[src/rtl/vga_fb_pkg.sv]
// vga_fb_pkg: register map, bus access encodings and palette defaults
// shared by the vga_fb_scanout framebuffer slice.
package vga_fb_pkg;

  typedef logic [5:0] colour_t;

  localparam logic [5:0] VRAM_BASE   = 6'h00;
  localparam logic [5:0] PAL_BASE    = 6'h30;
  localparam logic [5:0] SCALE       = 6'h34;
  localparam logic [5:0] SCROLL      = 6'h35;
  localparam logic [5:0] WAIT_HBLANK = 6'h00;
  localparam logic [5:0] WAIT_PIXEL0 = 6'h04;
  localparam logic [5:0] WAIT_VBLANK = 6'h08;

  localparam logic [1:0] ACC_BYTE = 2'b00;
  localparam logic [1:0] ACC_HALF = 2'b01;
  localparam logic [1:0] ACC_WORD = 2'b10;
  localparam logic [1:0] ACC_NONE = 2'b11;

  localparam colour_t PAL0_RST = 6'b010000;
  localparam colour_t PAL1_RST = 6'b001011;
  localparam colour_t PAL2_RST = 6'b110000;
  localparam colour_t PAL3_RST = 6'b000011;

endpackage

[src/rtl/vga_fb_wait_ctrl.sv]
// vga_fb_wait_ctrl: CPU stall FSM for HBLANK, pixel-0 and VBLANK waits;
// drives data_ready low from the request until the release event.
module vga_fb_wait_ctrl
  import vga_fb_pkg::*;
(
  input  logic       clk,
  input  logic       rst,
  input  logic       rd_req,
  input  logic       wr_req,
  input  logic [5:0] address,
  input  logic       vga_blank,
  input  logic       vga_vsync_in,
  input  logic       index_zero,
  output logic       data_ready
);

  typedef enum logic [1:0] {
    IDLE,
    W_HBL,
    W_PX0,
    W_VBL
  } wstate_t;

  wstate_t state, state_nx, hit;
  logic    blank_q, vsync_q;
  logic    blank_rise, vsync_rise, req;

  assign blank_rise = vga_blank & ~blank_q;
  assign vsync_rise = vga_vsync_in & ~vsync_q;
  // a simultaneous write wins, so no wait starts
  assign req = rd_req & ~wr_req;

  always_ff @(posedge clk) begin
    if (rst) begin
      state   <= IDLE;
      blank_q <= 1'b0;
      vsync_q <= 1'b0;
    end else begin
      state   <= state_nx;
      blank_q <= vga_blank;
      vsync_q <= vga_vsync_in;
    end
  end

  always_comb begin
    hit = IDLE;
    unique case (1'b1)
      (address == WAIT_HBLANK): hit = W_HBL;
      (address == WAIT_PIXEL0): hit = W_PX0;
      (address == WAIT_VBLANK): hit = W_VBL;
      default:                  hit = IDLE;
    endcase
  end

  always_comb begin
    state_nx = state;
    unique case (state)
      IDLE:    if (req) state_nx = hit;
      W_HBL:   if (blank_rise) state_nx = IDLE;
      W_PX0:   if (index_zero && !vga_blank) state_nx = IDLE;
      W_VBL:   if (vsync_rise) state_nx = IDLE;
      default: state_nx = IDLE;
    endcase
    data_ready = (state == IDLE) && !(req && (hit != IDLE));
  end

endmodule

[src/rtl/vga_fb_scanout.sv]
// vga_fb_scanout: BPP-bit VRAM framebuffer with palette, pixel scaling
// and CPU stalls. VGA_FB_SCROLL_EN adds the frame_start scroll register.
module vga_fb_scanout
  import vga_fb_pkg::*;
#(
  parameter int PIXEL_COUNT = 320,
  parameter int BPP         = 1,
  parameter int X_SCALE_RST = 57,
  parameter int Y_SCALE_RST = 2
) (
  input  logic        clk,
  input  logic        rst,
  input  logic [5:0]  address,
  input  logic [31:0] data_in,
  input  logic [1:0]  data_write_n,
  input  logic [1:0]  data_read_n,
  output logic [31:0] data_out,
  output logic        data_ready,
  input  logic [9:0]  vga_y,
  input  logic        vga_blank,
  input  logic        vga_new_scanline,
  input  logic        vga_hsync_in,
  input  logic        vga_vsync_in,
  output logic [5:0]  bbggrr,
  output logic        hsync,
  output logic        vsync
);

  localparam int IW    = $clog2(PIXEL_COUNT);
  localparam int VBITS = PIXEL_COUNT * BPP;
  localparam int WORDS = VBITS / 32;
  localparam int BW    = $clog2(VBITS);
  localparam logic [IW-1:0] LAST = IW'(PIXEL_COUNT - 1);

  if ((VBITS % 32) != 0 || VBITS > 384 ||
      (BPP != 1 && BPP != 2)) begin : g_bad_cfg
    $error("vga_fb_scanout: bad PIXEL_COUNT/BPP");
  end

  logic          wr, rd;
  logic [5:0]    vram_off;
  logic [3:0]    lanes;
  logic [31:0]   wdata;
  logic [31:0]   vram [WORDS];
  logic [VBITS-1:0] vram_flat;
  colour_t       pal [4];
  logic [6:0]    x_scale, y_scale;
  logic [6:0]    x_cnt, y_cnt;
  logic [IW-1:0] index, row_start, frame_start;
  logic [BW-1:0] bit_idx;
  logic [BPP-1:0] px;
  logic          vsync_rise;

  function automatic logic [IW-1:0] inc_wrap(input logic [IW-1:0] i);
    return (i == LAST) ? '0 : i + 1'b1;
  endfunction

  assign wr       = data_write_n != ACC_NONE;
  assign rd       = data_read_n != ACC_NONE;
  assign vram_off = address - VRAM_BASE;
  assign data_out = {22'd0, vga_y};

  // narrow writes arrive in the low lanes of data_in
  always_comb begin
    lanes = 4'b0000;
    wdata = data_in;
    unique case (1'b1)
      (data_write_n == ACC_BYTE): begin
        lanes = 4'b0001 << vram_off[1:0];
        wdata = {4{data_in[7:0]}};
      end
      (data_write_n == ACC_HALF): begin
        lanes = vram_off[1] ? 4'b1100 : 4'b0011;
        wdata = {2{data_in[15:0]}};
      end
      (data_write_n == ACC_WORD): lanes = 4'b1111;
      default: lanes = 4'b0000;
    endcase
  end

  always_ff @(posedge clk) begin
    if (wr && 32'(vram_off[5:2]) < WORDS) begin
      for (int b = 0; b < 4; b++) begin
        if (lanes[b]) vram[vram_off[5:2]][8*b +: 8] <= wdata[8*b +: 8];
      end
    end
  end

  for (genvar w = 0; w < WORDS; w++) begin : g_flat
    assign vram_flat[32*w +: 32] = vram[w];
  end

  always_ff @(posedge clk) begin
    if (rst) begin
      pal[0]  <= PAL0_RST;
      pal[1]  <= PAL1_RST;
      pal[2]  <= PAL2_RST;
      pal[3]  <= PAL3_RST;
      x_scale <= 7'(X_SCALE_RST - 1);
      y_scale <= 7'(Y_SCALE_RST - 1);
    end else if (wr) begin
      if (address[5:2] == PAL_BASE[5:2] && (BPP == 2 || !address[1]))
        pal[address[1:0]] <= data_in[5:0];
      if (address == SCALE) begin
        x_scale <= data_in[6:0];
        y_scale <= data_in[14:8];
      end
    end
  end

`ifdef VGA_FB_SCROLL_EN
  logic [IW-1:0] scroll_val;
  assign scroll_val = data_in[IW-1:0];

  always_ff @(posedge clk) begin
    if (rst) frame_start <= '0;
    else if (wr && address == SCROLL)
      frame_start <= (scroll_val > LAST) ? LAST : scroll_val;
  end
`else
  assign frame_start = '0;
`endif

  // vsync doubles as the previous-cycle sample of vga_vsync_in
  assign vsync_rise = vga_vsync_in & ~vsync;

  always_ff @(posedge clk) begin
    if (rst) begin
      x_cnt     <= '0;
      y_cnt     <= '0;
      index     <= '0;
      row_start <= '0;
    end else begin
      if (vga_new_scanline) begin
        x_cnt <= '0;
        index <= row_start;
        if (y_cnt == y_scale) begin
          y_cnt     <= '0;
          row_start <= inc_wrap(index);
        end else begin
          y_cnt <= y_cnt + 1'b1;
        end
      end else if (vga_blank) begin
        x_cnt <= '0;
      end else if (x_cnt == x_scale) begin
        index <= inc_wrap(index);
        x_cnt <= '0;
      end else begin
        x_cnt <= x_cnt + 1'b1;
      end
      if (vsync_rise) begin
        row_start <= frame_start;
        y_cnt     <= '0;
      end
    end
  end

  assign bit_idx = BW'(index) * BW'(BPP);
  assign px      = vram_flat[bit_idx +: BPP];

  always_ff @(posedge clk) begin
    if (rst) begin
      bbggrr <= '0;
      hsync  <= 1'b0;
      vsync  <= 1'b0;
    end else begin
      bbggrr <= vga_blank ? '0 : pal[2'(px)];
      hsync  <= vga_hsync_in;
      vsync  <= vga_vsync_in;
    end
  end

  vga_fb_wait_ctrl u_wait (
    .clk          (clk),
    .rst          (rst),
    .rd_req       (rd),
    .wr_req       (wr),
    .address      (address),
    .vga_blank    (vga_blank),
    .vga_vsync_in (vga_vsync_in),
    .index_zero   (index == '0),
    .data_ready   (data_ready)
  );

endmodule

[config.mk]
export PLATFORM = sky130hd
export DESIGN_NAME = vga_fb_scanout
export DESIGN_NICKNAME = d
export VERILOG_FILES = /design/src/rtl/vga_fb_pkg.sv /design/src/rtl/vga_fb_wait_ctrl.sv /design/src/rtl/vga_fb_scanout.sv
export SDC_FILE = /design/constraint.sdc
export NUM_CORES = 1
export LEC_CHECK = 0
export BUFFER_PORTS_ARGS = -buffer_cell sky130_fd_sc_hd__clkbuf_2
export CORE_MARGIN = 2
export CORE_UTILIZATION = 30
export DETAILED_ROUTE_END_ITERATION = 8
export PLACE_DENSITY = 0.44
export SLEW_MARGIN = 0
export SYNTH_ARGS = -nofsm -noshare
export SYNTH_HDL_FRONTEND = slang
export SYNTH_SLANG_ARGS = --single-unit
[constraint.sdc]
create_clock -name clk -period 5.2 [get_ports clk]
set_input_delay 1.04 -clock clk [delete_from_list [all_inputs] [get_ports clk]]
set_output_delay 1.04 -clock clk [all_outputs]
set_load 0.005 [all_outputs]
-- Yosys cells after proc, flatten, opt, wreduce, memory -nomap -nowiden
Memories as Yosys holds them, arrays and structs flattened. A register that Yosys moved wholly into a read port is not among the register bits.
Cells that the tools add are included.
- input bits: 58
- output and inout bits: 41
- memories kept: 2
- logic and storage cells: 100
- RAM bits: 344
- register bits after elaboration: 51
- memories (name ; words ; width ; rd ports ; clocked after Yosys merged registers in ; wr ports ; line ; text):
    vram ; 10 ; 32 ; 10 ; 0 ; 1 ; vga_fb_scanout.sv:44 ; logic [31:0] vram [WORDS];
    pal ; 4 ; 6 ; 1 ; 1 ; 4 ; vga_fb_scanout.sv:46 ; colour_t pal [4];
- mux-type cells: 35
- equality and inequality tests: 19
- $add $sub $neg: 3
- reduce and logical (&&, ||, !) cells: 22
- $lt $le $gt $ge: 1
- bitwise operators: 6
- shift operators: 2
- operator list (operator ; number):
    variable part select 320 x 10 -> 1 bit ; 1
    case mux 32 bit (2 select lines) ; 1
    two-way mux 9 bit ; 4
    two-way mux 1 bit ; 19
    adder 7 x 1 -> 7 bit (second input constant) ; 2
    equality test 7 bit ; 2
    case mux 4 bit (3 select lines) ; 1
    two-way mux 2 bit ; 5
    inequality test 2 x 1 -> 1 bit (second input constant) ; 5
    adder 9 x 1 -> 9 bit (second input constant) ; 1
    equality test 9 bit (second input constant) ; 1
    logical NOT 9 bit ; 1
    case mux 2 bit (4 select lines) ; 1
    two-way mux 7 bit ; 1
    equality test 2 bit (second input constant) ; 3
    equality test 6 x 3 -> 1 bit (second input constant) ; 1
    equality test 6 x 4 -> 1 bit (second input constant) ; 1
    equality test 6 bit (second input constant) ; 1
    logical NOT 6 bit ; 1
    two-way mux 6 bit ; 1
    case mux 2 bit (3 select lines) ; 1
    AND reduction 2 bit ; 3
    OR reduction 6 bit ; 1
    logical AND 1 bit ; 5
    14 further kinds ; 25

-- Longest topological paths before layout
- depth after elaboration: 8
- mapped depth: 11
- gate-level depth less buffers: 7

-- By module
Synthesis repeated with hierarchy kept, for this count alone.
- cell total of the unflattened synthesis: 1040
- area, all modules: 16359.4 sq um
- by module, submodules not included (module ; area each (sq um) ; sequential area each (sq um) ; cells each ; times used):
    vga_fb_scanout ; 16120.5 ; 11050.6 ; 1014 ; 1
    vga_fb_wait_ctrl ; 239.0 ; 80.1 ; 26 ; 1

-- Least setup slack after synthesis
Ideal clock, no wire load.
- kind: in2reg
- from: input port data_write_n[0]
- to: memory vram[0][16] (enable)
- setup slack: 2491 ps
- stages: 5
- data required time: 4830 ps
- data arrival time: 2339 ps
- path buffers: 1
- library setup time: 370 ps
- path through: buf_1 inv_1 a21boi_0 o21ai_1 nor2_1
- word-level cells in the longest chain between the ends: 5
- elaborated cells on any way between the ends: 9
- classes of those cells: eq/ne (3); mux (4); reduce/logical (2)
- ends and longest elaborated chain (element ; line ; text):
    start, declared ; vga_fb_scanout.sv:15 ; input logic [1:0] data_write_n,
    equality test 2 bit, or another cell as far along ; vga_fb_scanout.sv:76 ; (data_write_n == ACC_WORD): lanes = 4'b1111;
    case mux 4 bit (3 select lines) ; vga_fb_scanout.sv:67 ; unique case (1'b1)
    two-way mux 1 bit ; vga_fb_scanout.sv:84 ; if (lanes[b]) vram[vram_off[5:2]][8*b +: 8] <= wdata[8*b +: 8];
    two-way mux 1 bit * ; vga_fb_scanout.sv:82 ; if (wr && 32'(vram_off[5:2]) < WORDS) begin
    two-way mux 1 bit (not written as such) * ; vga_fb_scanout.sv:84 ;
    end, declared ; vga_fb_scanout.sv:44 ;
Mark *: on every way between the ends. The rest lies on a longest branch, timed or not.

-- Final worst setup path
- from: input port data_write_n[1]
- to: output port data_ready
- word-level cells in the longest chain between the ends: 6
- ends and longest elaborated chain (element ; line ; text):
    inequality test 2 bit ; vga_fb_scanout.sv:58 ; assign wr = data_write_n != ACC_NONE;
    inverter 1 bit ; vga_fb_wait_ctrl.sv:31 ; assign req = rd_req & ~wr_req;
    bitwise AND 1 bit ; vga_fb_wait_ctrl.sv:31 ;
    logical AND 1 bit ; vga_fb_wait_ctrl.sv:64 ; data_ready = (state == IDLE) && !(req && (hit != IDLE));
    logical NOT 1 bit ; vga_fb_wait_ctrl.sv:64 ;
    logical AND 1 bit ; vga_fb_wait_ctrl.sv:64 ;
    end, declared ; vga_fb_scanout.sv:18 ; output logic data_ready,
Every way passes these cells.

==> metrics.txt <==
initial antenna violation count 2; vias 9296; Worst EP required 4.16 ns; area grow syn2layout 12.67%; number of global-route vias before repair 9408; CTS root buffer clkbuf_16; clk slew on worst S/H paths 0.06 ns; Clock Latency Late Sink 0.57 ns; Finish-stage setup viols 0; Final Hold Viols 0; Non-Filler Instances 1912; routed len/inst 24.30 um; main area contributors after synthesis edfxtp_1, mux4_2, dfxtp_1, mux4_1, mux2i_1; most common cell in the netlist edfxtp_1; Arr. time, crit path 2.42 ns; number of flops mapped to enable cells by yosys 332; CP max FO 30; clock sink total 389; global-route wire length before repair 67340 um; predominant post-synthesis flop cell edfxtp_1; total congestion overflow 0; die width 240.2 um; Mapped Area 16740 um2; status finished, final reports clean; Post-CTS Setup Bufs 0; 1st-iter DRT viols 746; clock buffer depth 3; Via density 4.862; H-tree depth 2; Netlist cell types 70; final instance area 18860 um2; io pins 99; Finished Core Util 0.3424; Hold Buf Count CTS 0; Clock Skews 0.01950 ns; Synth area leader edfxtp_1; Resize count post-CTS 0; area of the multi-input gates 5020 um2; synthesized area per cell 15.60 um2; Port-buffer cells 56; Core ar. 55090 um2; max cap viols 0; Fill cells 5383; Placed Area 17560 um2; final setup TNS 0 ns; pin count of the biggest net entering global routing 36; number of diodes 0; Worst setup SP type primary input; DP Worst Slack 1.519 ns; CTS tree yes; critical path type in2out; Yosys reg bits 389; ys async rst share 0; Hold/Removal Path Class reg2reg; Slew headroom 0.1948; Gate Count Post-Synth 1073; sequential share of the synthesized area 0.6636; share of cells above drive strength 1 0.1985; area occupied by registers 11120 um2; Leakage 6.027 nW; GRT Total Usage 0.1637; worst vdd ir 0.2428 mV; RSZ-0062 raised after global routing false; Power Total 6.716 mW; max frequency 289.3 MHz; fin. max-slew vios 0; number of synthesis warnings 0; antenna viol nets, final 0; placed cells 1832; Cell Rows 86; initial core utilization 0.3039; P per Cell Area 356.0 nW/um2; DRT Wirelength 46450 um; HPWL Detailed 30680 um; Die ar. 57710 um2; WHS 0.4574 ns; synth cell count leaders edfxtp_1, nor2_1, nand2_1, dfxtp_1, mux4_2; fin nets 1193; fin crit period 3.457 ns; worst-margin pin slew 1.199 ns; crit share post-route 0.6647; Setup WS post-layout 1.743 ns; Routability Congestion 0.7564; post-synth top area share 0.5955; Num CTS Buffers 44; # DRC 0; DRT Pass-1 Iters 5; Worst Setup End Kind primary output; Die Y 240.2 um
[layout make-up]
cell class,count,area share
Multi-Input combinational cell,609,0.2661
Clock inverter,23,0.007761
Sequential cell,389,0.5895
Inverter,10,0.001990
Clock buffer,56,0.06129
Tap cell,748,0.04962
Timing Repair Buffer,77,0.02375
[critical path: stages]
cell and delay (ns):
clkbuf_2 0.52, nand2_1 0.29, a21oi_1 0.25, a311oi_1 0.15, clkbuf_2 0.15
[worst paths after layout]
kind	startpoint	endpoint	slack, ns	cells after the start
setup / recovery	data_write_n[1]	data_ready	1.74	5
hold / removal	row_start[8]	index[8]	0.46	2
setup reg to reg	index[0]	bbggrr[0]	1.82	7
hold reg to reg	row_start[8]	index[8]	0.46	2
[layer usage]
layer,up-vias,track usage,share of wire
met5,-,0,0.00034
met4,2,0.03068,0.014
met3,52,0.03375,0.053
met2,225,0.2648,0.48
met1,4819,0.2291,0.46
li1,4198,-,-
[cells in the final DEF, fill, tap and decap left out, types with 8 or more instances in the layout]
cell type	Yosys	final
xor2_1	8	8
o21ai_1	5	12
mux2_2	24	24
nand2b_1	8	8
o21ai_0	18	11
conb_1	1	22
a211oi_1	13	13
dfxtp_1	57	54
nand2_1	92	92
and2_1	11	11
xnor2_1	24	24
clkbuf_16	0	44
clkbuf_1	20	11
clkinv_2	0	9
inv_1	10	10
nor2b_1	16	16
edfxtp_1	332	332
nand3_1	24	24
clkinv_1	0	10
mux2i_1	41	41
mux4_2	57	57
nor3_1	9	9
buf_4	36	19
clkbuf_2	0	56
a21oi_1	23	23
nor2_1	102	102
mux4_1	18	18
[logic make-up (layout without fill, tap and decap cells)]
logic type / after synthesis / count (layout) / share of synthesized area
other: 1 / 22 / 0.0002240
AND/OR/NAND/NOR: 299 / 299 / 0.08213
XOR/XNOR: 32 / 32 / 0.01674
buffers and inverters: 96 / 166 / 0.04125
AO/OA/AOI/OAI: 111 / 111 / 0.04656
adder cells (fa/ha/maj): 4 / 4 / 0.002989
multiplexers: 141 / 141 / 0.1465
flip-flops: 389 / 389 / 0.6636
[sequential cells by signal (all words and copies together), names as in the netlist]
name            count
x_cnt               7
index               9
pal                12
y_scale             7
u_wait.state        2
row_start           9
vsync               1
vram              320
u_wait.blank_q      1
y_cnt               7
hsync               1
x_scale             7
bbggrr              6
[power breakdown]
part | switching (mW) | internal, mW | total, mW
combinational | 0.262 | 0.114 | 0.376
sequential | 0.0305 | 3.46 | 3.49
clock | 1.23 | 1.62 | 2.85
total | 1.52 | 5.20 | 6.72
No activity file was read; power rests on OpenSTA's default activity.
